<file path="config.mk">
export PLATFORM = sky130hd
export DESIGN_NAME = flash_boot_copier
export DESIGN_NICKNAME = d
export VERILOG_FILES = /design/src/rtl/flash_pkg.sv /design/src/rtl/flash_boot_copier.sv
export SDC_FILE = /design/constraint.sdc
export NUM_CORES = 1
export LEC_CHECK = 0
export BUFFER_PORTS_ARGS = -buffer_cell sky130_fd_sc_hd__buf_2
export CAP_MARGIN = 10
export CELL_PAD_IN_SITES_DETAIL_PLACEMENT = 0
export CELL_PAD_IN_SITES_GLOBAL_PLACEMENT = 1
export CORE_ASPECT_RATIO = 1.4
export CORE_MARGIN = 3
export CORE_UTILIZATION = 38
export CTS_CLUSTER_SIZE = 20
export DETAILED_ROUTE_END_ITERATION = 6
export GPL_TIMING_DRIVEN = 1
export PLACE_DENSITY = 0.76
export SETUP_SLACK_MARGIN = 0.4
export SLEW_MARGIN = 20
export SYNTH_ARGS = -nofsm -noshare
export SYNTH_HDL_FRONTEND = slang
export SYNTH_SLANG_ARGS = --single-unit
</file>
<file path="constraint.sdc">
create_clock -name clk -period 3.5 [get_ports clk]
set_clock_uncertainty 0.1 [all_clocks]
set_input_delay 0.35 -clock clk [delete_from_list [all_inputs] [get_ports clk]]
set_output_delay 0.35 -clock clk [all_outputs]
set_load 0.01 [all_outputs]
</file>
<file path="src/rtl/flash_pkg.sv">
// Shared types and constants for the flash boot copier.
package flash_pkg;

    typedef enum logic [2:0] {
        ST_IDLE,
        ST_ISSUE,
        ST_CAPTURE,
        ST_WRITE,
        ST_DONE,
        ST_ERR
    } copier_state_t;

    localparam int FLASH_BYTES = 16384;
    localparam int WORD_BYTES  = 4;
    localparam int FLASH_WORDS = 4096;
    // Width of a byte offset inside the flash window.
    localparam int WIN_W       = $clog2(FLASH_BYTES);

    // Limit a requested word count to the largest copy the window allows.
    function automatic logic [12:0] clamp_count(input logic [12:0] wc, input int max_words);
        logic [12:0] result;
        if (int'({19'b0, wc}) > max_words) begin
            result = 13'(max_words);
        end else begin
            result = wc;
        end
        return result;
    endfunction

endpackage

</file>
<file path="src/rtl/flash_boot_copier.sv">
// Copies a block of words from the flash word port into the instruction RAM,
// accumulating a checksum and aborting with an error if flash stops answering.
module flash_boot_copier
    import flash_pkg::*;
#(
    parameter logic [31:0] SRC_BASE  = 32'h0000_0000,
    parameter logic [31:0] DST_BASE  = 32'h0000_0000,
    parameter int          MAX_WORDS = FLASH_WORDS,
    parameter int          TIMEOUT   = 16
) (
    input  logic        clk,
    input  logic        rst,
    input  logic        start,
    input  logic [12:0] word_count,
    output logic [31:0] flash_address,
    output logic [31:0] flash_data_in,
    output logic        flash_write_enable,
    input  logic [31:0] flash_data_out,
    input  logic        flash_ready,
    output logic [31:0] ram_address,
    output logic [31:0] ram_wdata,
    output logic        ram_we,
    output logic        busy,
    output logic        done,
    output logic        error,
    output logic [31:0] checksum,
    output logic [12:0] words_copied
);

    localparam int WAIT_W = $clog2(TIMEOUT + 1);

    copier_state_t     state_q, state_d;
    logic [12:0]       n_q, n_d;
    logic [WIN_W-1:0]  src_off_q, src_off_d;
    logic [31:0]       dst_q, dst_d;
    logic [31:0]       flash_addr_q, flash_addr_d;
    logic [31:0]       wdata_q, wdata_d;
    logic [31:0]       checksum_q, checksum_d;
    logic [12:0]       words_q, words_d;
    logic [WAIT_W-1:0] wait_q, wait_d;

    logic              start_ok;
    logic [12:0]       n_new;
    logic [12:0]       words_inc;
    logic [WIN_W-1:0]  src_off_inc;
    logic [WAIT_W-1:0] wait_inc;

    // The source address wraps inside the flash window; the upper base bits are kept.
    function automatic logic [31:0] src_addr(input logic [WIN_W-1:0] off);
        logic [WIN_W-1:0] low;
        low = SRC_BASE[WIN_W-1:0] + off;
        return {SRC_BASE[31:WIN_W], low};
    endfunction

    assign start_ok    = start && (state_q == ST_IDLE || state_q == ST_DONE || state_q == ST_ERR);
    assign n_new       = clamp_count(word_count, MAX_WORDS);
    assign words_inc   = words_q + 13'd1;
    assign src_off_inc = src_off_q + WIN_W'(WORD_BYTES);
    assign wait_inc    = wait_q + WAIT_W'(1);

    // State register and datapath registers.
    always_ff @(posedge clk) begin
        if (rst) begin
            state_q      <= ST_IDLE;
            n_q          <= '0;
            src_off_q    <= '0;
            dst_q        <= '0;
            flash_addr_q <= '0;
            wdata_q      <= '0;
            checksum_q   <= '0;
            words_q      <= '0;
            wait_q       <= '0;
        end else begin
            state_q      <= state_d;
            n_q          <= n_d;
            src_off_q    <= src_off_d;
            dst_q        <= dst_d;
            flash_addr_q <= flash_addr_d;
            wdata_q      <= wdata_d;
            checksum_q   <= checksum_d;
            words_q      <= words_d;
            wait_q       <= wait_d;
        end
    end

    // Next-state and datapath updates for the copy sequence.
    always_comb begin
        state_d      = state_q;
        n_d          = n_q;
        src_off_d    = src_off_q;
        dst_d        = dst_q;
        flash_addr_d = flash_addr_q;
        wdata_d      = wdata_q;
        checksum_d   = checksum_q;
        words_d      = words_q;
        wait_d       = wait_q;

        case (state_q)
            ST_IDLE, ST_DONE, ST_ERR: begin
                if (start_ok) begin
                    n_d        = n_new;
                    checksum_d = '0;
                    words_d    = '0;
                    src_off_d  = '0;
                    dst_d      = DST_BASE;
                    if (n_new == 13'd0) begin
                        state_d = ST_DONE;
                    end else begin
                        state_d      = ST_ISSUE;
                        flash_addr_d = src_addr('0);
                    end
                end else if (state_q == ST_DONE) begin
                    state_d = ST_IDLE;
                end
            end
            ST_ISSUE: begin
                wait_d  = '0;
                state_d = ST_CAPTURE;
            end
            ST_CAPTURE: begin
                if (flash_ready) begin
                    wdata_d = flash_data_out;
                    state_d = ST_WRITE;
                end else begin
                    wait_d = wait_inc;
                    if (wait_inc == WAIT_W'(TIMEOUT)) begin
                        state_d = ST_ERR;
                    end
                end
            end
            ST_WRITE: begin
                checksum_d = checksum_q + wdata_q;
                words_d    = words_inc;
                src_off_d  = src_off_inc;
                dst_d      = dst_q + 32'(WORD_BYTES);
                if (words_inc == n_q) begin
                    state_d = ST_DONE;
                end else begin
                    state_d      = ST_ISSUE;
                    flash_addr_d = src_addr(src_off_inc);
                end
            end
            default: begin
                state_d = ST_IDLE;
            end
        endcase
    end

    assign flash_address      = flash_addr_q;
    assign flash_data_in      = 32'h0;
    assign flash_write_enable = 1'b0;
    assign ram_address        = dst_q;
    assign ram_wdata          = wdata_q;
    assign ram_we             = (state_q == ST_WRITE);
    assign busy               = (state_q == ST_ISSUE) || (state_q == ST_CAPTURE) || (state_q == ST_WRITE);
    assign done               = (state_q == ST_DONE);
    assign error              = (state_q == ST_ERR);
    assign checksum           = checksum_q;
    assign words_copied       = words_q;

endmodule

</file>
---- Word level (Yosys, flattened, before mapping) ----
Index checks and enable logic that the tools add are counted.
operators by class
  muxes and demuxes ....................... 21
  order comparisons ....................... 1
  multipliers ............................. 0
  eq/ne operators ......................... 13
  reduce and logical (&&, ||, !) cells .... 16
  bitwise gates (word level) .............. 0
  divide/modulo/power cells ............... 0
  shifts and indexed selects .............. 0
  $add $sub $neg .......................... 5
operators by type and width
  cell                   count
  $pmux 32 s2            3
  $mux 32                4
  $add 32x3->32 const B  1
  $add 32x32->32         1
  $pmux 14 s2            1
  $mux 13                2
  $pmux 13 s2            1
  $mux 3                 6
  $add 14x3->14 const B  1
  $mux 14                1
  $add 13x1->13 const B  1
  $eq 13x13->1           1
  $gt 13x13->1 const B   1
  $logic_not 13->1       1
  $pmux 3 s4             1
  $pmux 5 s2             1
  $reduce_and 2->1       5
  $ne 2x2->1 const B     4
  $eq 3x2->1 const B     2
  $eq 3x3->1 const B     2
  $ne 3x3->1 const B     2
  $add 5x1->5 const B    1
  $eq 5x5->1 const B     1
  $mux 5                 1
  other kinds (7)        11
storage, ports and cells
  word-level logic and storage cells ...... 65
  input port bits ......................... 49
  bits in read-only memories .............. 0
  memories kept ........................... 0
  memory bits (writable) .................. 0
  register bits ........................... 176
  bits in latches ......................... 0
  output and inout port bits .............. 178

---- Logic depth before layout (Yosys ltp) ----
Gate-level depths: netlist (run 1).
  word-level depth ........................ 6
  gate-level depth with buffers ........... 11
  mapped depth without buffers ............ 11

---- Worst setup path before layout (run 1) ----
OpenSTA, ideal clock, no wires.
  kind .................................... reg-to-reg
  from .................................... register wdata_q[0] (netlist: ram_wdata[0])
  to ...................................... register checksum_q[30] (netlist: checksum[30])
  clock period less this slack ............ 2.920 ns
  path buffers ............................ 0
  path slack .............................. 0.580 ns
  stages on the path, launching flop included .. 12
  data arrival time ....................... 2.759 ns
  cells stage by stage .................... dfxtp_1 -> ha_1 -> fa_1 -> a211oi_2 -> o211ai_1 -> a41o_1 -> o22a_1 -> a31oi_2 -> o31ai_2 -> a21oi_1 -> mux2_2 -> nand2_1
on the way
  cells in the longest elaborated chain, start to end .. 2
RTL lines
  element                 line                      RTL
  from (decl)             flash_boot_copier.sv:37   logic [31:0] wdata_q, wdata_d;
  from (signal assigned)  flash_boot_copier.sv:79   wdata_q <= wdata_d;
  $add 32x32->32          flash_boot_copier.sv:132  checksum_d = checksum_q + wdata_q;
  $pmux 32 s2             flash_boot_copier.sv:98   case (state_q)
  to (signal assigned)    flash_boot_copier.sv:80   checksum_q <= checksum_d;
  to (decl)               flash_boot_copier.sv:38   logic [31:0] checksum_q, checksum_d;
Every way passes these cells.
A chain may end at the register's enable or synchronous reset.

---- Worst setup path in the final report (run 1) ----
  from .................................... register wdata_q[0] (netlist: ram_wdata[0])
  to ...................................... register checksum_q[20] (netlist: checksum[20])
Same word-level chain as after synthesis.

==> results of run 1 <==
-- cells by family after synthesis --
| kind of cell | share of synthesized area (%) |
|---|---|
| xor+xnor | 5.567 |
| compound gates | 19.94 |
| simple gates | 22.28 |
| other cells | 0.04497 |
| flops | 36.49 |
| mux | 2.146 |
| buf+inv | 8.028 |
| fa+ha+maj | 5.492 |
-- cell type report --
class,instances,share of cell area [%]
Sequential cell,152,30.70
Tap cell,292,3.686
Clock inverter,14,1.729
Inverter,12,0.4544
Timing Repair Buffer,187,9.997
Clock buffer,18,4.431
Multi-Input combinational cell,826,49.00
-- sequential cells by signal (all words and copies together), names as in the netlist --
| signal | count |
|---|---|
| checksum | 32 |
| words_copied | 13 |
| flash_address | 12 |
| src_off_q | 12 |
| ram_wdata | 32 |
| wait_q | 5 |
| ram_address | 30 |
| n_q | 13 |
| state_q | 3 |
-- how the worst max path moves through the flow --
stage / start / slack [ns] / endpoint
global placement: ram_wdata[0] / 0.40 / checksum[30]
finish: ram_wdata[0] / 0.49 / checksum[20]
global route: ram_wdata[0] / 0.40 / checksum[30]
floorplan: ram_wdata[0] / 0.58 / checksum[30]
detailed placement: ram_wdata[0] / 0.38 / checksum[30]
CTS: ram_wdata[0] / 0.45 / checksum[20]
-- through the flow --
step	total power [mW]	instance area, µm²	utilization (%)
floorplan	2.184	8541	-
global placement	2.289	9250	43.30
detailed placement	2.288	9250	43.30
CTS	4.229	9872	46.21
global route	4.341	9912	46.40
finish	4.163	9912	46.40
-- what timing repair did --
| action | CTS | global route |
|---|---|---|
| resized for setup | 2 | 6 |
| endpoints found under the setup margin | 1 | 20 |
| gates cloned | 0 | 0 |
| setup buffers | 0 | 3 |
| pin swaps | 0 | 4 |
| hold buffers | 0 | 0 |
| endpoints found under the hold margin | 0 | 0 |
-- Yosys cell counts (3+ instances only) --
| master | count |
|---|---|
| dfxtp_1 | 152 |
| nand2_1 | 126 |
| nor2_1 | 124 |
| a21oi_1 | 113 |
| buf_4 | 55 |
| nand3_1 | 49 |
| clkbuf_1 | 47 |
| ha_1 | 35 |
| xnor2_1 | 35 |
| o21ai_0 | 32 |
| a22oi_1 | 26 |
| nor3_1 | 18 |
| xor2_1 | 18 |
| a22o_1 | 16 |
| a21o_1 | 14 |
| inv_1 | 11 |
| mux2i_1 | 10 |
| a31oi_1 | 9 |
| and3_1 | 9 |
| nand4_1 | 9 |
| nor3b_1 | 9 |
| o21a_1 | 9 |
| a211oi_1 | 8 |
| nor4_1 | 8 |
| or2_2 | 8 |
| or3_1 | 8 |
| and2_1 | 7 |
| mux2_2 | 7 |
| nor2b_1 | 6 |
| a311oi_1 | 5 |
| and4_1 | 5 |
| nand3b_1 | 5 |
| buf_2 | 4 |
| o211ai_1 | 4 |
| o31ai_1 | 4 |
| a32o_1 | 3 |
| o21bai_1 | 3 |
-- layer usage --
metal / vias to the layer above / GRT usage, % / wire [µm]
met4: 2 / 6.347 / 389
met2: 187 / 33.78 / 11570
li1: 3880 / - / -
met5: - / 0 / 8
met1: 3566 / 21.28 / 9535
met3: 25 / 3.621 / 1065
-- worst min-delay path: cells and delay by family --
kind                   cells  cell delay [ns]
AO/OA/AOI/OAI              1             0.05
buffers and inverters      1             0.09
AND/OR/NAND/NOR            1             0.05
-- power groups by stage --
stage	Clock [mW]	Sequential [mW]	Combinational [mW]
floorplan	0	1.83	0.353
global placement	0	1.84	0.451
detailed placement	0	1.84	0.450
CTS	1.98	1.80	0.452
global route	2.04	1.80	0.497
finish	1.92	1.80	0.444
==> flow_summary.yaml, run 1 <==
job:
  maxCapViolCount: 0
grt:
  grt_pass1_wl_um: 36310
  grt_max_degree: 90
  grtUsageTotal_pct: 18.40
  grt_pass1_vias: 7290
  grt-ovfl-total: 0
  antenna_found_initial: 1
yosys:
  yosys_warnings: 0
  ys_seq_elements: 152
  yosys.area.top_type: "dfxtp_1"
  ys_types: 64
  syn-instance-count: 1044
  synth_area_per_cell_um2: 7.987
  synth_top_area_share_pct: 36.49
  synth_edf_count: 0
  async_reset_ff_share_pct: 0
  syn_area_um2: 8338
  yosysSeqAreaShare_pct: 36.49
  netlist_top_cells_area: "dfxtp_1 (36%), a21oi_1 (6.8%), nand2_1 (5.7%)"
  synth_top_flop_cell: "dfxtp_1"
cells_and_area:
  fillCellCount: 2227
  nNetsFinal: 1281
  regArea_um2: 3043
  final_cell_mix: "buf_2 (170), dfxtp_1 (152), nand2_1 (126), nor2_1 (123), a21oi_1 (113)"
  antennaDiodeCount: 0
  drive_gt1_share_pct: 20.68
  final_common_cell: "buf_2"
  layoutNonFillerInstCount: 1501
  area_delta_synth_final_pct: 18.88
  multiInputGateArea_um2: 4857
floorplanning:
  die_h_um: 181.3
  io_pins: 227
  coreArea_um2: 21360
  die_area_um2: 23780
  die_x_um: 131.2
  num_rows: 63
  start_util_pct: 39.03
cts:
  cts.clk_slew.worst_paths_ns: 0.07
  cts_sinks: 152
  clock_latency_ns: 0.42
  htree_levels: 4
  clock_path_buffers: 2
  cts_root_buf: "clkbuf_16"
  numCtsBuffers: 17
  cts_tree: "built"
power:
  switchingPower_mw: 1.111
  vdd_drop_max_mv: 0.3373
  p_leak_nw: 4.336
  swShare_pct: 26.68
  power.share.combinational_pct: 10.7
  intPower_mw: 3.053
  pwr_density_cell_nw_per_um2: 420.0
  p_clk_share_pct: 46.1
  p_seq_share_pct: 43.2
sta:
  finalSetupViolCount: 0
  slew_headroom_pct: 61.59
  max_clock_freq_mhz: 332.4
  hold_ws_ns: 0.06087
  finalSetupTns_ns: 0
  rsz0062_at_grt: "false"
  fin_crit_ns: 3.008
  report.final.hold_viol_count: 0
  period_share_pct: 85.95
  setup_ws_ns: 0.4918
  maxSlewViolCount: 0
  worst-slew-pin-transition_ns: 0.5762
routing:
  route.detailed.drc: 0
  dr.pass1.iters: 5
  wl_per_cell_um: 15.04
  viasPerCell: 5.103
  vias: 7660
  final_antenna_net_count: 0
  drt_iter0_drc: 305
  totalWireLength_um: 22570
critical_path:
  r2r_setup_slack_ns: 0.49
  cp_max_fo: 3
  required_ns: 3.71
  crit_slowest_cell: "fa_2"
  cp.arrival_ns: 3.22
  cpMostUsedCell: "a21o_1"
  critPathBufInv: 0
  critical_path_class: "register to register"
  reg2reg_from: "ram_wdata[0]"
  worst_r2r_endpoint: "checksum[20]"
  cp.depth: 11
  critical_path.cell_chain: "ha_1, fa_2, a211oi_2, o211ai_1, a41o_1, o22a_2, a21o_1, a21o_1, a31oi_1, xnor2_1, a22o_1"
  crit_family: "compound AO/OA/AOI/OAI gates"
  worstSetupStartpointType: "register"
  slowest_delay_ns: 0.39
  cp-end-kind: "register"
  reg2regPathDepth: 11
worst_hold_path:
  hold_path_depth: 3
  min_path_type: "input pin to register"
  min_to: "ram_wdata[27]"
  min-delay-start: "flash_data_out[27]"
placement:
  place_ws_ns: 0.3842
  hpwl_um: 16260
  globalplace.congestion: 0.8475
  io_buffers: 171
  dp_cells: 1466
run_status:
  status: "finished clean"
No activity file was read; power rests on OpenSTA's default activity.
==> inputs of run 2 (changes only) <==
--- a/config.mk
+++ b/config.mk
@@ -5,7 +5,7 @@
 export SDC_FILE = /design/constraint.sdc
 export NUM_CORES = 1
 export LEC_CHECK = 0
-export BUFFER_PORTS_ARGS = -buffer_cell sky130_fd_sc_hd__buf_2
+export BUFFER_PORTS_ARGS = -buffer_cell sky130_fd_sc_hd__buf_4
 export CAP_MARGIN = 10
 export CELL_PAD_IN_SITES_DETAIL_PLACEMENT = 0
 export CELL_PAD_IN_SITES_GLOBAL_PLACEMENT = 1
==> run 2 against run 1 <==
- register-to-register slack better by 0.07 ns
- sequential power hardly changed
- non-clock buffer count is 1 higher
==> flow_summary.yaml, run 2 (synthesis results as in run 1) <==
sta:
  worst-slew-pin-transition_ns: 0.6588
  finalSetupViolCount: 0
  rsz0062_at_grt: "false"
  maxSlewViolCount: 0
  period_share_pct: 83.95
  fin_crit_ns: 2.938
  max_clock_freq_mhz: 340.3
  slew_headroom_pct: 55.92
  finalSetupTns_ns: 0
  report.final.hold_viol_count: 0
cts:
  htree_levels: 4
  numCtsBuffers: 17
  clock_path_buffers: 2
  clock_latency_ns: 0.42
  cts_root_buf: "clkbuf_16"
  cts_sinks: 152
  cts.clk_slew.worst_paths_ns: 0.06
  cts_hold_buf: 0
  cts_tree: "built"
critical_path:
  worstSetupStartpointType: "register"
  reg2reg_from: "ram_wdata[0]"
  reg2regPathDepth: 11
  cp.arrival_ns: 3.14
  endpoint: "checksum[20]"
  worst_r2r_endpoint: "checksum[20]"
  cp-startpoint: "ram_wdata[0]"
  r2r_setup_slack_ns: 0.56
  cp_max_fo: 3
  required_ns: 3.71
  cp-end-kind: "register"
  critical_path_class: "register to register"
grt:
  antenna_found_initial: 0
  grt_pass1_vias: 7357
  grtUsageTotal_pct: 18.76
  grt_max_degree: 56
  grt-ovfl-total: 0
  grt_pass1_wl_um: 37110
cells_and_area:
  nNetsFinal: 1282
  area_delta_synth_final_pct: 23.83
  final_cell_mix: "buf_4 (188), dfxtp_1 (151), nand2_1 (126), nor2_1 (123), a21oi_1 (113)"
  drive_gt1_share_pct: 20.51
  layoutNonFillerInstCount: 1501
  fin_util_pct: 48.33
  final_common_cell: "buf_4"
  antennaDiodeCount: 0
power:
  power.share.combinational_pct: 11.3
  intPower_mw: 3.089
  switchingPower_mw: 1.082
  pwr_density_cell_nw_per_um2: 404.0
  p_clk_share_pct: 45.5
  p_leak_nw: 4.354
  p_seq_share_pct: 43.2
  vdd_drop_max_mv: 0.3268
  swShare_pct: 25.94
routing:
  final_antenna_net_count: 0
  totalWireLength_um: 22810
  route.detailed.drc: 0
  dr.pass1.iters: 4
  viasPerCell: 5.102
  vias: 7658
  drt_iter0_drc: 251
  wl_per_cell_um: 15.20
placement:
  io_buffers: 171
  globalplace.congestion: 0.8549
  dp_cells: 1467
  hpwl_um: 16710
floorplanning:
  coreArea_um2: 21360
  io_pins: 227
  start_util_pct: 39.03
  die_area_um2: 23780
  num_rows: 63
  die_h_um: 181.3
  die_x_um: 131.2
worst_hold_path:
  min_path_type: "input pin to register"
job:
  maxCapViolCount: 0
run_status:
  status: "finished clean"
[run 2: layer usage]
metal,track usage [%],part of all wire [%]
met1,21.63,42
met5,0,0
met2,34.32,52
met4,6.179,1.9
met3,4.150,4.5
[run 2: what timing repair did]
| item | 4_1_cts | 5_1_grt |
|---|---|---|
| endpoints found under the hold margin | 0 | 0 |
| resized for setup | 2 | 5 |
| setup buffers | 1 | 2 |
| pin swaps | 1 | 5 |
| setup endpoints to repair | 1 | 16 |
[run 2: how the worst min path moves through the flow]
| stage | startpoint | end | slack, ns | depth (start not counted) |
|---|---|---|---|---|
| floorplan | wait_q[1] | wait_q[1] | 0.35 | 2 |
| global placement | wait_q[1] | wait_q[1] | 0.36 | 2 |
| detailed placement | ram_wdata[28] | ram_wdata[28] | 0.37 | 2 |
| CTS | flash_data_out[30] | ram_wdata[30] | 0.06 | 3 |
| global route | flash_data_out[4] | ram_wdata[4] | 0.06 | 3 |
| finish | flash_data_out[26] | ram_wdata[26] | 0.08 | 3 |
[run 2: area by class of cell]
| cell class | instances | area [µm²] |
|---|---|---|
| well taps | 292 | 365.4 |
| inverters | 12 | 45.04 |
| multi-input cells | 826 | 4855 |
| clock inverters | 11 | 147.6 |
| flip-flops and latches | 152 | 3044 |
| clock buffers | 20 | 456.7 |
| fillers | 2169 | 11040 |
| repair buffers | 188 | 1411 |
[run 2: power groups by stage]
stage	Combinational, mW	Clock, mW	Sequential, mW
after CTS	0.479	1.95	1.80
after global placement	0.476	0	1.84
final	0.473	1.90	1.80
after floorplan	0.353	0	1.83
after detailed placement	0.476	0	1.84
after global routing	0.528	2.02	1.81
[run 2: worst max-delay path: stages, from the launching register on]
cell and delay, ns:
dfxtp_1 0.32, ha_2 0.21, fa_2 0.39, a211oi_2 0.26
o211ai_1 0.13, a41o_1 0.25, o22a_2 0.28, a21o_1 0.19
a21o_1 0.21, a31oi_1 0.23, xnor2_1 0.08, a22o_1 0.17
[run 2: through the flow]
step | hold WS (ns) | power (mW) | area (µm²) | worst slack (ns)
floorplan | 0.3492 | 2.184 | 8541 | 0.5805
global placement | 0.3606 | 2.315 | 9671 | 0.3250
detailed placement | 0.3722 | 2.316 | 9671 | 0.2983
CTS | 0.05778 | 4.229 | 10290 | 0.4585
global route | 0.06202 | 4.356 | 10320 | 0.4010
finish | 0.08065 | 4.171 | 10320 | 0.5616
